### config.mk
export PLATFORM = sky130hd
export DESIGN_NAME = alu_decode_stage_flat
export DESIGN_NICKNAME = d
export VERILOG_FILES = /design/src/rtl/alu_decode_stage_pkg.sv /design/src/rtl/alu_decode_stage_if.sv /design/src/rtl/alu_decode_stage_logic.sv /design/src/rtl/alu_decode_stage.sv /design/src/flat_wrapper.sv
export SDC_FILE = /design/constraint.sdc
export NUM_CORES = 1
export LEC_CHECK = 0
export BUFFER_PORTS_ARGS = -buffer_cell sky130_fd_sc_hd__buf_2
export CAP_MARGIN = 20
export CORE_MARGIN = 2
export CORE_UTILIZATION = 54
export CTS_CLUSTER_DIAMETER = 30
export DETAILED_ROUTE_END_ITERATION = 10
export GPL_ROUTABILITY_DRIVEN = 0
export GPL_TIMING_DRIVEN = 0
export PLACE_DENSITY = 0.83
export SLEW_MARGIN = 15
export SYNTH_ARGS = -nofsm -noshare
export SYNTH_HDL_FRONTEND = slang
export SYNTH_SLANG_ARGS = --single-unit
### constraint.sdc
create_clock -name clk -period 2.2 [get_ports clk]
set_input_delay 0.33 -clock clk [delete_from_list [all_inputs] [get_ports clk]]
set_output_delay 0.33 -clock clk [all_outputs]
set_load 0.01 [all_outputs]
### src/rtl/alu_decode_stage_pkg.sv
// ============================================================================
// Module  : alu_decode_stage_pkg
// Brief   : MIPS opcode/funct constants and the decoded control bundle shared
//           by the decode stage, the ALU and the CPU.
// Revision: 1.0 - initial release
// ============================================================================
`default_nettype none

package alu_decode_stage_pkg;

  localparam logic [5:0] RTYPE_OP  = 6'h00;
  localparam logic [5:0] J_OP      = 6'h02;
  localparam logic [5:0] JAL_OP    = 6'h03;
  localparam logic [5:0] BEQ_OP    = 6'h04;
  localparam logic [5:0] BNE_OP    = 6'h05;
  localparam logic [5:0] ADDI_OP   = 6'h08;
  localparam logic [5:0] XORI_OP   = 6'h0E;
  localparam logic [5:0] LW_OP     = 6'h23;
  localparam logic [5:0] SW_OP     = 6'h2B;

  localparam logic [5:0] JR_FUNCT  = 6'h08;
  localparam logic [5:0] ADD_FUNCT = 6'h20;
  localparam logic [5:0] SUB_FUNCT = 6'h22;
  localparam logic [5:0] SLT_FUNCT = 6'h2A;

  localparam logic [4:0] LINK_REG  = 5'd31;

  typedef struct packed {
    logic [5:0] opcode;
    logic [5:0] funct;
    logic [4:0] rs;
    logic [4:0] rt;
    logic [4:0] write_reg;
    logic       reg_write;
    logic       mem_read;
    logic       mem_write;
    logic       alu_src_imm;
    logic       branch;
    logic       jump;
    logic       jump_reg;
    logic       illegal;
  } ctrl_t;

endpackage

`default_nettype wire

### src/rtl/alu_decode_stage_if.sv
// ============================================================================
// Module  : alu_decode_stage_if
// Brief   : Fetch-side and execute-side handshake bundle of the decode stage.
// Revision: 1.0 - initial release
// ============================================================================
`default_nettype none

interface alu_decode_stage_if #(
  parameter int DATA_W = 32
);
  logic              in_valid;
  logic              in_ready;
  logic [DATA_W-1:0] in_inst;
  logic [DATA_W-1:0] in_pc;

  logic              out_valid;
  logic              out_ready;
  logic [5:0]        out_opcode;
  logic [5:0]        out_funct;
  logic [4:0]        out_rs;
  logic [4:0]        out_rt;
  logic [4:0]        out_write_reg;
  logic [DATA_W-1:0] out_imm;
  logic [DATA_W-1:0] out_jump_target;
  logic [DATA_W-1:0] out_pc_plus4;
  logic              out_reg_write;
  logic              out_mem_read;
  logic              out_mem_write;
  logic              out_alu_src_imm;
  logic              out_branch;
  logic              out_jump;
  logic              out_jump_reg;
  logic              out_illegal;

  modport master (
    output in_valid, in_inst, in_pc, out_ready,
    input  in_ready, out_valid, out_opcode, out_funct, out_rs, out_rt,
           out_write_reg, out_imm, out_jump_target, out_pc_plus4,
           out_reg_write, out_mem_read, out_mem_write, out_alu_src_imm,
           out_branch, out_jump, out_jump_reg, out_illegal
  );

  modport slave (
    input  in_valid, in_inst, in_pc, out_ready,
    output in_ready, out_valid, out_opcode, out_funct, out_rs, out_rt,
           out_write_reg, out_imm, out_jump_target, out_pc_plus4,
           out_reg_write, out_mem_read, out_mem_write, out_alu_src_imm,
           out_branch, out_jump, out_jump_reg, out_illegal
  );
endinterface

`default_nettype wire

### src/rtl/alu_decode_stage_logic.sv
// ============================================================================
// Module  : alu_decode_logic
// Brief   : Combinational MIPS field split, immediate extension and control
//           decode for the supported instruction subset.
// Revision: 1.0 - initial release
// ============================================================================
`default_nettype none

module alu_decode_logic
  import alu_decode_stage_pkg::*;
#(
  parameter int DATA_W = 32
) (
  input  wire logic [DATA_W-1:0] inst,
  input  wire logic [DATA_W-1:0] pc,
  output ctrl_t                  ctrl,
  output logic [DATA_W-1:0]      imm,
  output logic [DATA_W-1:0]      jump_target,
  output logic [DATA_W-1:0]      pc_plus4
);

  logic [DATA_W-1:0] imm_sext;
  logic [DATA_W-1:0] imm_zext;

  assign pc_plus4    = pc + DATA_W'(4);
  assign jump_target = {pc_plus4[DATA_W-1:28], inst[25:0], 2'b00};
  assign imm_sext    = {{(DATA_W-16){inst[15]}}, inst[15:0]};
  assign imm_zext    = {{(DATA_W-16){1'b0}}, inst[15:0]};

  // Illegal encodings leave every enable at its cleared default.
  always_comb begin
    ctrl        = '0;
    imm         = '0;
    ctrl.opcode = inst[31:26];
    ctrl.funct  = inst[5:0];
    ctrl.rs     = inst[25:21];
    ctrl.rt     = inst[20:16];
    case (inst[31:26])
      RTYPE_OP: begin
        ctrl.write_reg = inst[15:11];
        case (inst[5:0])
          ADD_FUNCT, SUB_FUNCT, SLT_FUNCT: ctrl.reg_write = 1'b1;
          JR_FUNCT:                        ctrl.jump_reg  = 1'b1;
          default:                         ctrl.illegal   = 1'b1;
        endcase
      end
      ADDI_OP: begin
        ctrl.write_reg   = inst[20:16];
        ctrl.reg_write   = 1'b1;
        ctrl.alu_src_imm = 1'b1;
        imm              = imm_sext;
      end
      XORI_OP: begin
        ctrl.write_reg   = inst[20:16];
        ctrl.reg_write   = 1'b1;
        ctrl.alu_src_imm = 1'b1;
        imm              = imm_zext;
      end
      LW_OP: begin
        ctrl.write_reg   = inst[20:16];
        ctrl.reg_write   = 1'b1;
        ctrl.mem_read    = 1'b1;
        ctrl.alu_src_imm = 1'b1;
        imm              = imm_sext;
      end
      SW_OP: begin
        ctrl.write_reg   = inst[20:16];
        ctrl.mem_write   = 1'b1;
        ctrl.alu_src_imm = 1'b1;
        imm              = imm_sext;
      end
      BEQ_OP, BNE_OP: begin
        ctrl.write_reg = inst[20:16];
        ctrl.branch    = 1'b1;
        imm            = imm_sext;
      end
      J_OP: ctrl.jump = 1'b1;
      JAL_OP: begin
        ctrl.jump      = 1'b1;
        ctrl.reg_write = 1'b1;
        ctrl.write_reg = LINK_REG;
      end
      default: ctrl.illegal = 1'b1;
    endcase
  end

endmodule

`default_nettype wire

### src/rtl/alu_decode_stage.sv
// ============================================================================
// Module  : alu_decode_stage
// Brief   : Decode stage with a 2-entry FIFO skid buffer toward execute.
//           Optional perf counters: define ALU_DECODE_PERF_CNT_EN.
// Revision: 1.0 - initial release
// ============================================================================
`default_nettype none

module alu_decode_stage
  import alu_decode_stage_pkg::*;
#(
  parameter int DATA_W = 32,
  parameter int CNT_W  = 32
) (
  input  wire logic              clk,
  input  wire logic              reset_n,
  input  wire logic              flush,
`ifdef ALU_DECODE_PERF_CNT_EN
  output logic [CNT_W-1:0]       perf_accepted,
  output logic [CNT_W-1:0]       perf_illegal,
`endif
  alu_decode_stage_if.slave      bus
);

  typedef enum logic [1:0] {
    EMPTY = 2'd0,
    ONE   = 2'd1,
    FULL  = 2'd2
  } state_t;

  typedef struct packed {
    ctrl_t             ctrl;
    logic [DATA_W-1:0] imm;
    logic [DATA_W-1:0] jump_target;
    logic [DATA_W-1:0] pc_plus4;
  } entry_t;

  state_t state;
  entry_t head;
  entry_t tail;
  entry_t dec;
  logic   push;
  logic   pop;

  alu_decode_logic #(.DATA_W(DATA_W)) u_logic (
    .inst        (bus.in_inst),
    .pc          (bus.in_pc),
    .ctrl        (dec.ctrl),
    .imm         (dec.imm),
    .jump_target (dec.jump_target),
    .pc_plus4    (dec.pc_plus4)
  );

  assign bus.in_ready  = (state != FULL);
  assign bus.out_valid = (state != EMPTY);
  assign push          = bus.in_valid & bus.in_ready;
  assign pop           = bus.out_valid & bus.out_ready;

  // Head always holds the oldest entry; tail is only occupied in FULL.
  always_ff @(posedge clk or negedge reset_n) begin
    if (!reset_n) begin
      state <= EMPTY;
      head  <= '0;
      tail  <= '0;
    end else if (flush) begin
      state <= EMPTY;
    end else begin
      case (state)
        EMPTY: if (push) begin
          head  <= dec;
          state <= ONE;
        end
        ONE: begin
          if (push && pop) begin
            head <= dec;
          end else if (push) begin
            tail  <= dec;
            state <= FULL;
          end else if (pop) begin
            state <= EMPTY;
          end
        end
        FULL: if (pop) begin
          head  <= tail;
          state <= ONE;
        end
        default: state <= EMPTY;
      endcase
    end
  end

  assign bus.out_opcode      = head.ctrl.opcode;
  assign bus.out_funct       = head.ctrl.funct;
  assign bus.out_rs          = head.ctrl.rs;
  assign bus.out_rt          = head.ctrl.rt;
  assign bus.out_write_reg   = head.ctrl.write_reg;
  assign bus.out_imm         = head.imm;
  assign bus.out_jump_target = head.jump_target;
  assign bus.out_pc_plus4    = head.pc_plus4;
  assign bus.out_reg_write   = head.ctrl.reg_write;
  assign bus.out_mem_read    = head.ctrl.mem_read;
  assign bus.out_mem_write   = head.ctrl.mem_write;
  assign bus.out_alu_src_imm = head.ctrl.alu_src_imm;
  assign bus.out_branch      = head.ctrl.branch;
  assign bus.out_jump        = head.ctrl.jump;
  assign bus.out_jump_reg    = head.ctrl.jump_reg;
  assign bus.out_illegal     = head.ctrl.illegal;

`ifdef ALU_DECODE_PERF_CNT_EN
  // Counters track handshakes, so a flush does not rewind them.
  always_ff @(posedge clk or negedge reset_n) begin
    if (!reset_n) begin
      perf_accepted <= '0;
      perf_illegal  <= '0;
    end else begin
      if (push)
        perf_accepted <= perf_accepted + CNT_W'(1);
      if (pop && head.ctrl.illegal)
        perf_illegal <= perf_illegal + CNT_W'(1);
    end
  end
`endif

endmodule

`default_nettype wire

### src/flat_wrapper.sv
// flat-port wrapper written by rule: the top's interface ports become plain ports
module alu_decode_stage_flat import alu_decode_stage_pkg::*;
#(
  parameter int DATA_W = 32,
  parameter int CNT_W  = 32
)
  (clk, reset_n, flush, bus_in_valid, bus_in_inst, bus_in_pc, bus_out_ready, bus_in_ready, bus_out_valid, bus_out_opcode, bus_out_funct, bus_out_rs, bus_out_rt, bus_out_write_reg, bus_out_imm, bus_out_jump_target, bus_out_pc_plus4, bus_out_reg_write, bus_out_mem_read, bus_out_mem_write, bus_out_alu_src_imm, bus_out_branch, bus_out_jump, bus_out_jump_reg, bus_out_illegal);
  alu_decode_stage_if #(.DATA_W(DATA_W)) bus_i ();
  input  wire logic clk;
  input  wire logic reset_n;
  input  wire logic flush;
  input wire logic [$bits(bus_i.in_valid)-1:0] bus_in_valid;
  input wire logic [$bits(bus_i.in_inst)-1:0] bus_in_inst;
  input wire logic [$bits(bus_i.in_pc)-1:0] bus_in_pc;
  input wire logic [$bits(bus_i.out_ready)-1:0] bus_out_ready;
  output wire logic [$bits(bus_i.in_ready)-1:0] bus_in_ready;
  output wire logic [$bits(bus_i.out_valid)-1:0] bus_out_valid;
  output wire logic [$bits(bus_i.out_opcode)-1:0] bus_out_opcode;
  output wire logic [$bits(bus_i.out_funct)-1:0] bus_out_funct;
  output wire logic [$bits(bus_i.out_rs)-1:0] bus_out_rs;
  output wire logic [$bits(bus_i.out_rt)-1:0] bus_out_rt;
  output wire logic [$bits(bus_i.out_write_reg)-1:0] bus_out_write_reg;
  output wire logic [$bits(bus_i.out_imm)-1:0] bus_out_imm;
  output wire logic [$bits(bus_i.out_jump_target)-1:0] bus_out_jump_target;
  output wire logic [$bits(bus_i.out_pc_plus4)-1:0] bus_out_pc_plus4;
  output wire logic [$bits(bus_i.out_reg_write)-1:0] bus_out_reg_write;
  output wire logic [$bits(bus_i.out_mem_read)-1:0] bus_out_mem_read;
  output wire logic [$bits(bus_i.out_mem_write)-1:0] bus_out_mem_write;
  output wire logic [$bits(bus_i.out_alu_src_imm)-1:0] bus_out_alu_src_imm;
  output wire logic [$bits(bus_i.out_branch)-1:0] bus_out_branch;
  output wire logic [$bits(bus_i.out_jump)-1:0] bus_out_jump;
  output wire logic [$bits(bus_i.out_jump_reg)-1:0] bus_out_jump_reg;
  output wire logic [$bits(bus_i.out_illegal)-1:0] bus_out_illegal;
  assign bus_i.in_valid = bus_in_valid;
  assign bus_i.in_inst = bus_in_inst;
  assign bus_i.in_pc = bus_in_pc;
  assign bus_i.out_ready = bus_out_ready;
  assign bus_in_ready = bus_i.in_ready;
  assign bus_out_valid = bus_i.out_valid;
  assign bus_out_opcode = bus_i.out_opcode;
  assign bus_out_funct = bus_i.out_funct;
  assign bus_out_rs = bus_i.out_rs;
  assign bus_out_rt = bus_i.out_rt;
  assign bus_out_write_reg = bus_i.out_write_reg;
  assign bus_out_imm = bus_i.out_imm;
  assign bus_out_jump_target = bus_i.out_jump_target;
  assign bus_out_pc_plus4 = bus_i.out_pc_plus4;
  assign bus_out_reg_write = bus_i.out_reg_write;
  assign bus_out_mem_read = bus_i.out_mem_read;
  assign bus_out_mem_write = bus_i.out_mem_write;
  assign bus_out_alu_src_imm = bus_i.out_alu_src_imm;
  assign bus_out_branch = bus_i.out_branch;
  assign bus_out_jump = bus_i.out_jump;
  assign bus_out_jump_reg = bus_i.out_jump_reg;
  assign bus_out_illegal = bus_i.out_illegal;
  alu_decode_stage #(.DATA_W(DATA_W), .CNT_W(CNT_W)) u_core (.clk(clk), .reset_n(reset_n), .flush(flush), .bus(bus_i));
endmodule
**Word level (Yosys, flattened, before mapping)**

Cells that the tools add are included.

- Add/subtract/negate cells: 1
- Equal/unequal tests: 22
- Multipliers: 0
- Reductions and logical operators: 17
- Mux-type cells: 24
- Bitwise operators: 4
- Div/mod/pow operators: 0
- Order comparisons: 0
- Shift operators: 0

Operators with widths:

| cell | number |
|---|---|
| $mux W131 | 3 |
| $pmux W131 S3 | 1 |
| $pmux W32 S2 | 1 |
| $add A32 B3 Y32 const B | 1 |
| $eq A6 B6 Y1 const B | 5 |
| $eq A6 B4 Y1 const B | 3 |
| $pmux W5 S3 | 1 |
| $eq A6 B2 Y1 const B | 2 |
| $eq A6 B3 Y1 const B | 2 |
| $mux W2 | 6 |
| $reduce_or A4 Y1 | 3 |
| $mux W1 | 9 |
| $reduce_and A4 Y1 | 2 |
| $reduce_or A8 Y1 | 1 |
| $logic_not A6 Y1 | 1 |
| $ne A2 B1 Y1 const B | 3 |
| $ne A3 B2 Y1 const B | 2 |
| $pmux W2 S3 | 1 |
| $reduce_or A6 Y1 | 1 |
| $reduce_and A5 Y1 | 1 |
| $reduce_or A5 Y1 | 1 |
| $ne A4 B2 Y1 const B | 1 |
| $pmux W1 S2 | 2 |
| $reduce_or A2 Y1 | 2 |
| 11 further kinds | 13 |

- Bits in latches: 0
- Memories kept: 0
- Bits in writable memories: 0
- Logic and storage cells: 101
- ROM bits: 0
- Output and inout port bits: 133
- Bits in registers: 262

**Logic depth before layout (Yosys ltp)**

- Depth after elaboration: 7
- Depth in mapped cells: 8
- Gate-level depth less buffers: 6

**By module**

Synthesis repeated with hierarchy kept, for this count alone.

- Cells, all modules: 937
- Area, all modules: 13,342.8 um^2

By module, submodules not included:

| module | cells an instance | area an instance (um^2) | sequential area each (um^2) | times used |
|---|---|---|---|---|
| alu_decode_stage | 716 | 11,796.3 | 6,606.3 | 1 |
| alu_decode_logic | 221 | 1,546.5 | 0.0 | 1 |

**Worst setup path after synthesis**

No wires, ideal clock.

- Path kind: reg2reg
- Start: register u_core.state[1]
- End: register u_core.tail[0] in the netlist's numbering
- Cell stages (with the launch flop): 7
- Period minus slack after synthesis: 1.916 ns
- Path slack: 0.284 ns
- Arrival time: 1.792 ns
- Path buffers: 3
- Cells stage by stage: dfrtp_1 nor2b_1 or3b_2 clkbuf_1 clkbuf_1 buf_2 mux2_2

- Word-level cells in the longest chain between the ends: 5
- Elaborated cells between the ends (all ways): 8
- Those cells by class: eq/ne: 2; bitwise: 3; reduce/logical: 3

Ends and longest elaborated chain:

| what | line | source |
|---|---|---|
| start, declared | alu_decode_stage.sv:38 | `state_t state;` |
| start signal, assigned | alu_decode_stage.sv:62 | `state <= EMPTY;` |
| start signal, assigned | alu_decode_stage.sv:66 | `state <= EMPTY;` |
| start signal, assigned | alu_decode_stage.sv:71 | `state <= ONE;` |
| $ne A2 B2 Y1 or $reduce_bool A2 Y1 (tied branches) | alu_decode_stage.sv:54, alu_decode_stage.sv:55 |  |
| $and A1 B1 Y1 (on tied branches) | alu_decode_stage.sv:56, alu_decode_stage.sv:57 |  |
| $logic_and A1 B1 Y1 | alu_decode_stage.sv:74 | `if (push && pop) begin` |
| $not A1 Y1 (no source line) | n/a |  |
| $reduce_and A4 Y1 (no source line) (*) | n/a |  |
| end signal, assigned | alu_decode_stage.sv:64 | `tail <= '0;` |
| end signal, assigned | alu_decode_stage.sv:77 | `tail <= dec;` |
| end, declared | alu_decode_stage.sv:40 | `entry_t tail;` |

Mark *: on every way between the ends. The rest lies on a longest branch, timed or not.
A chain may end at the register's enable or synchronous reset.

**Worst setup path after layout**

- Start: register u_core.state[1]
- End: register u_core.head, in the netlist u_core.bus.out_jump_target[9]

- Word-level cells in the longest chain between the ends: 5
- Elaborated cells between the ends (all ways): 14
- Those cells by class: eq/ne: 6; mux: 1; bitwise: 2; reduce/logical: 5

Ends and longest elaborated chain:

| what | line | source |
|---|---|---|
| $ne A2 B2 Y1 or $reduce_bool A2 Y1 (tied branches) | alu_decode_stage.sv:54, alu_decode_stage.sv:55 |  |
| $and A1 B1 Y1 (on tied branches) | alu_decode_stage.sv:56, alu_decode_stage.sv:57 |  |
| $logic_and A1 B1 Y1 | alu_decode_stage.sv:74 |  |
| $ne A2 B1 Y1 (no source line) | n/a |  |
| $reduce_and A5 Y1 (no source line) | n/a |  |
| end signal, assigned | alu_decode_stage.sv:84 | `head <= tail;` |
| end, declared | alu_decode_stage.sv:39 | `entry_t head;` |

Parallel ways exist; a longest one is shown, timed or not.

==> flow_summary_export.csv <==
group,metric,value,unit
cells_and_area,layoutNonFillerInstCount,1416,
synth,yosys.cell_types.count,49,
floorplan,placementRows,47,
synth,async_flop_share,100,%
placed_design,dpl_cell_area,10300,sq um
synth,synth.avg_cell_area,9.31,sq um
critical_path,rrSetupSlack,0.1,ns
power_and_ir_drop,power.total,9.75,mW
power_and_ir_drop,vdd_drop_max,644,uV
cells_and_area,nets,1253,
synth,synth_cells,965,
clock_tree,cts_max_level,4,
synth,synth_edf_count,0,
timing,skew,0.00706,ns
synth,yosysWarnings,0,
timing,drv_slew,0,
clock_tree,clk_latency,0.44,ns
timing,fmax,476,MHz
outcome,outcome,"finished, final reports clean",
drt,drtIter0Drc,743,
drt,drc,0,
global_routing,antenna_found_initial,0,
placed_design,port_buffers,198,
clock_tree,clk_path_buf_depth,2,
timing,rsz0062_at_grt,"true",
power_and_ir_drop,power_density,889,nW/um^2
global_routing,overflow,0,
clock_tree,cts_tree,"built",
job,drv_cap,0,
cells_and_area,top_register,"u_core.tail",
critical_path,worst_setup_path_end_kind,"register",
timing,whs,0.137,ns
floorplan,die_x,133,um
timing,tightest_slew,0.731,ns
drt,antenna_left,0,
synth,ys_seq_area_share,52.9,%
power_and_ir_drop,p_int,6.96,mW
critical_path,crit_path_start_kind,"register",
critical_path,worstPathRequired,2.55,ns
cells_and_area,area_growth,22.0,%
timing,setup_ws,0.0977,ns
floorplan,die_h,133,um
power_and_ir_drop,seq_power_share,46.6,%
clock_tree,cts_setup_buffers,0,
global_routing,gr-usage-all-layers,29.6,%
clock_tree,path_clk_slew,0.07,ns
clock_tree,cts-root-buf,"clkbuf_16",
floorplan,die_area,17700,sq um
floorplan,ios,202,
power_and_ir_drop,power.share.switching,28.6,%
synth,synth_area,8990,sq um
critical_path,worstPathArrival,2.45,ns
timing,max_slew_margin,51.3,%
global_routing,grt_pass1_wl,40900,um
power_and_ir_drop,netSwitchingPower,2.79,mW
power_and_ir_drop,clockPowerShare,33.2,%
drt,wirelength,25600,um
cells_and_area,n_antenna_cell,0,
cells_and_area,largest_register_ffs,94,
placed_design,place_ws,-0.322,ns
clock_tree,cts_made_buffers,17,
synth,ys_ff_latch,190,
timing,min_period,2.10,ns
drt,dr.pass1.iters,5,
synth,synth_flop_cell,"dfrtp_1",
placed_design,dp_hpwl,18400,um
timing,fin_crit_sh,95.6,%
cells_and_area,post-route-cell-area,11000,sq um
power_and_ir_drop,p_leak,5.08,nW
clock_tree,cts.sinks,190,
critical_path,path_class,"reg2reg",
drt,wl_per_cell,18.1,um
global_routing,grt_pass1_vias,7984,
power_and_ir_drop,p_comb_share,20.2,%
hold_path,hold_class,"in2reg",
cells_and_area,drive_gt1_share,29.7,%
drt,viasPerCell,5.75,
timing,finalSetupViolCount,0,
floorplan,core_area,16400,sq um
timing,hold_viol,0,
drt,num_vias,8136,
global_routing,grt_max_degree,101,
placed_design,dp.cells,1385,
critical_path,cp_max_fo,10,
floorplan,start_util,54.8,%
-- metal layers --
metal  GRT usage, %  wire (um)  up-vias
li1               -          -     3731
met5              0          0        -
met1           38.5      10300     3915
met4           12.4        703        0
met3           6.44       2340       54
met2           48.2      12200      436
-- power by group through the flow --
stage	combinational (mW)	clock (mW)	sequential, mW
floorplan	1.01	0	4.63
global placement	1.89	0	4.56
detailed placement	1.96	0	4.58
CTS	1.98	3.24	4.53
global route	2.18	3.39	4.61
finish	1.97	3.23	4.55
-- logic make-up (layout without fill, tap and decap cells) --
family / count (synthesis) / after routing / share of synthesized area, %
buf+inv: 114 / 344 / 6.50
compound gates: 224 / 224 / 14.4
fa+ha+maj: 1 / 1 / 0.139
other cells: 1 / 2 / 0.0417
simple gates: 372 / 372 / 18.8
mux: 40 / 40 / 5.01
flops: 190 / 190 / 52.9
xor+xnor: 23 / 23 / 2.24
-- cells in the mapped netlist (all sizes together), types with 2 or more instances --
cell type  number  area [sq um]
nor2           82           308
nor2b           5          31.3
nand2b          3          18.8
a211oi          8          60.1
o31a            2          17.5
nor4           12           128
nand3          41           205
xnor2          16           140
o211ai         13          97.6
and3            5          31.3
nand2         185           694
nor3b           6          50.1
or4             2          15.0
o21ai          80           400
a31oi          41           257
xor2            7          61.3
mux2           40           450
clkbuf         54           203
a221oi          6          52.6
o22ai           6          37.5
a21o            7          52.6
dfrtp         190          4750
buf            51           348
inv             8          30.0
nand4           8          65.1
nor3           16          85.1
a21oi          58           294
-- path summary, 6_finish.rpt --
check,from,end,cells past startpoint
worst max-delay path,u_core.state[1]$_DFFE_PN0P_,u_core.bus.out_jump_target[9]$_DFFE_PN0P_,8
worst min-delay path,bus_out_ready,u_core.state[1]$_DFFE_PN0P_,2
worst max register to register,u_core.state[1]$_DFFE_PN0P_,u_core.bus.out_jump_target[9]$_DFFE_PN0P_,8
worst min register to register,u_core.bus.out_pc_plus4[9]$_DFFE_PN0P_,u_core.bus.out_pc_plus4[9]$_DFFE_PN0P_,1
max in group asynchronous,reset_n,u_core.bus.out_branch$_DFFE_PN0P_,3
min in group asynchronous,reset_n,u_core.bus.out_jump_target[10]$_DFFE_PN0P_,2
-- timing repair --
action	4_1_cts	5_1_grt
gates resized for setup	18	20
pin swaps	0	0
cloned	0	0
setup endpoints to repair	153	133
hold endpoints to repair	99	0
hold buffers	1	0
-- placed cells by master (no fill, tap or decap), drive strengths merged, types with 6 or more instances in the layout --
cell    instances
xnor2          16
nand4           8
dfrtp         190
nand2         185
xor2            7
nor3           16
mux2           40
o21ai          80
a211oi          8
inv            10
o22ai           6
a21o            7
nand3          41
a221oi          6
clkbuf         76
a31oi          41
nor4           12
nor2           82
a21oi          58
nor3b           6
buf           249
o211ai         13
-- cell type report --
type,instances,area [sq um]
plain buffers,103,579
repair buffers,200,1040
clock inverters,9,131
multi-input cells,662,3660
fillers,1294,5440
inverters,9,36.3
well taps,220,275
clock buffers,23,488
flip-flops and latches,190,4750
-- critical path, cell delays in order (launching register included) --
cell and delay (ns):
dfrtp_1 0.41, nor2b_1 0.15, clkbuf_2 0.18, nand2_1 0.11, a21oi_2 0.28, clkbuf_2 0.31, buf_2 0.33, nor2_1 0.09
a31oi_1 0.17
-- metrics by stage --
step                      utilization [%]  TNS (ns)
after floorplan                         -         0
after global placement               62.5   -442.16
after detailed placement             62.8    -16.34
after CTS                            66.8         0
after global routing                 66.8   -0.0430
final                                66.8         0
No activity file was read; power rests on OpenSTA's default activity.
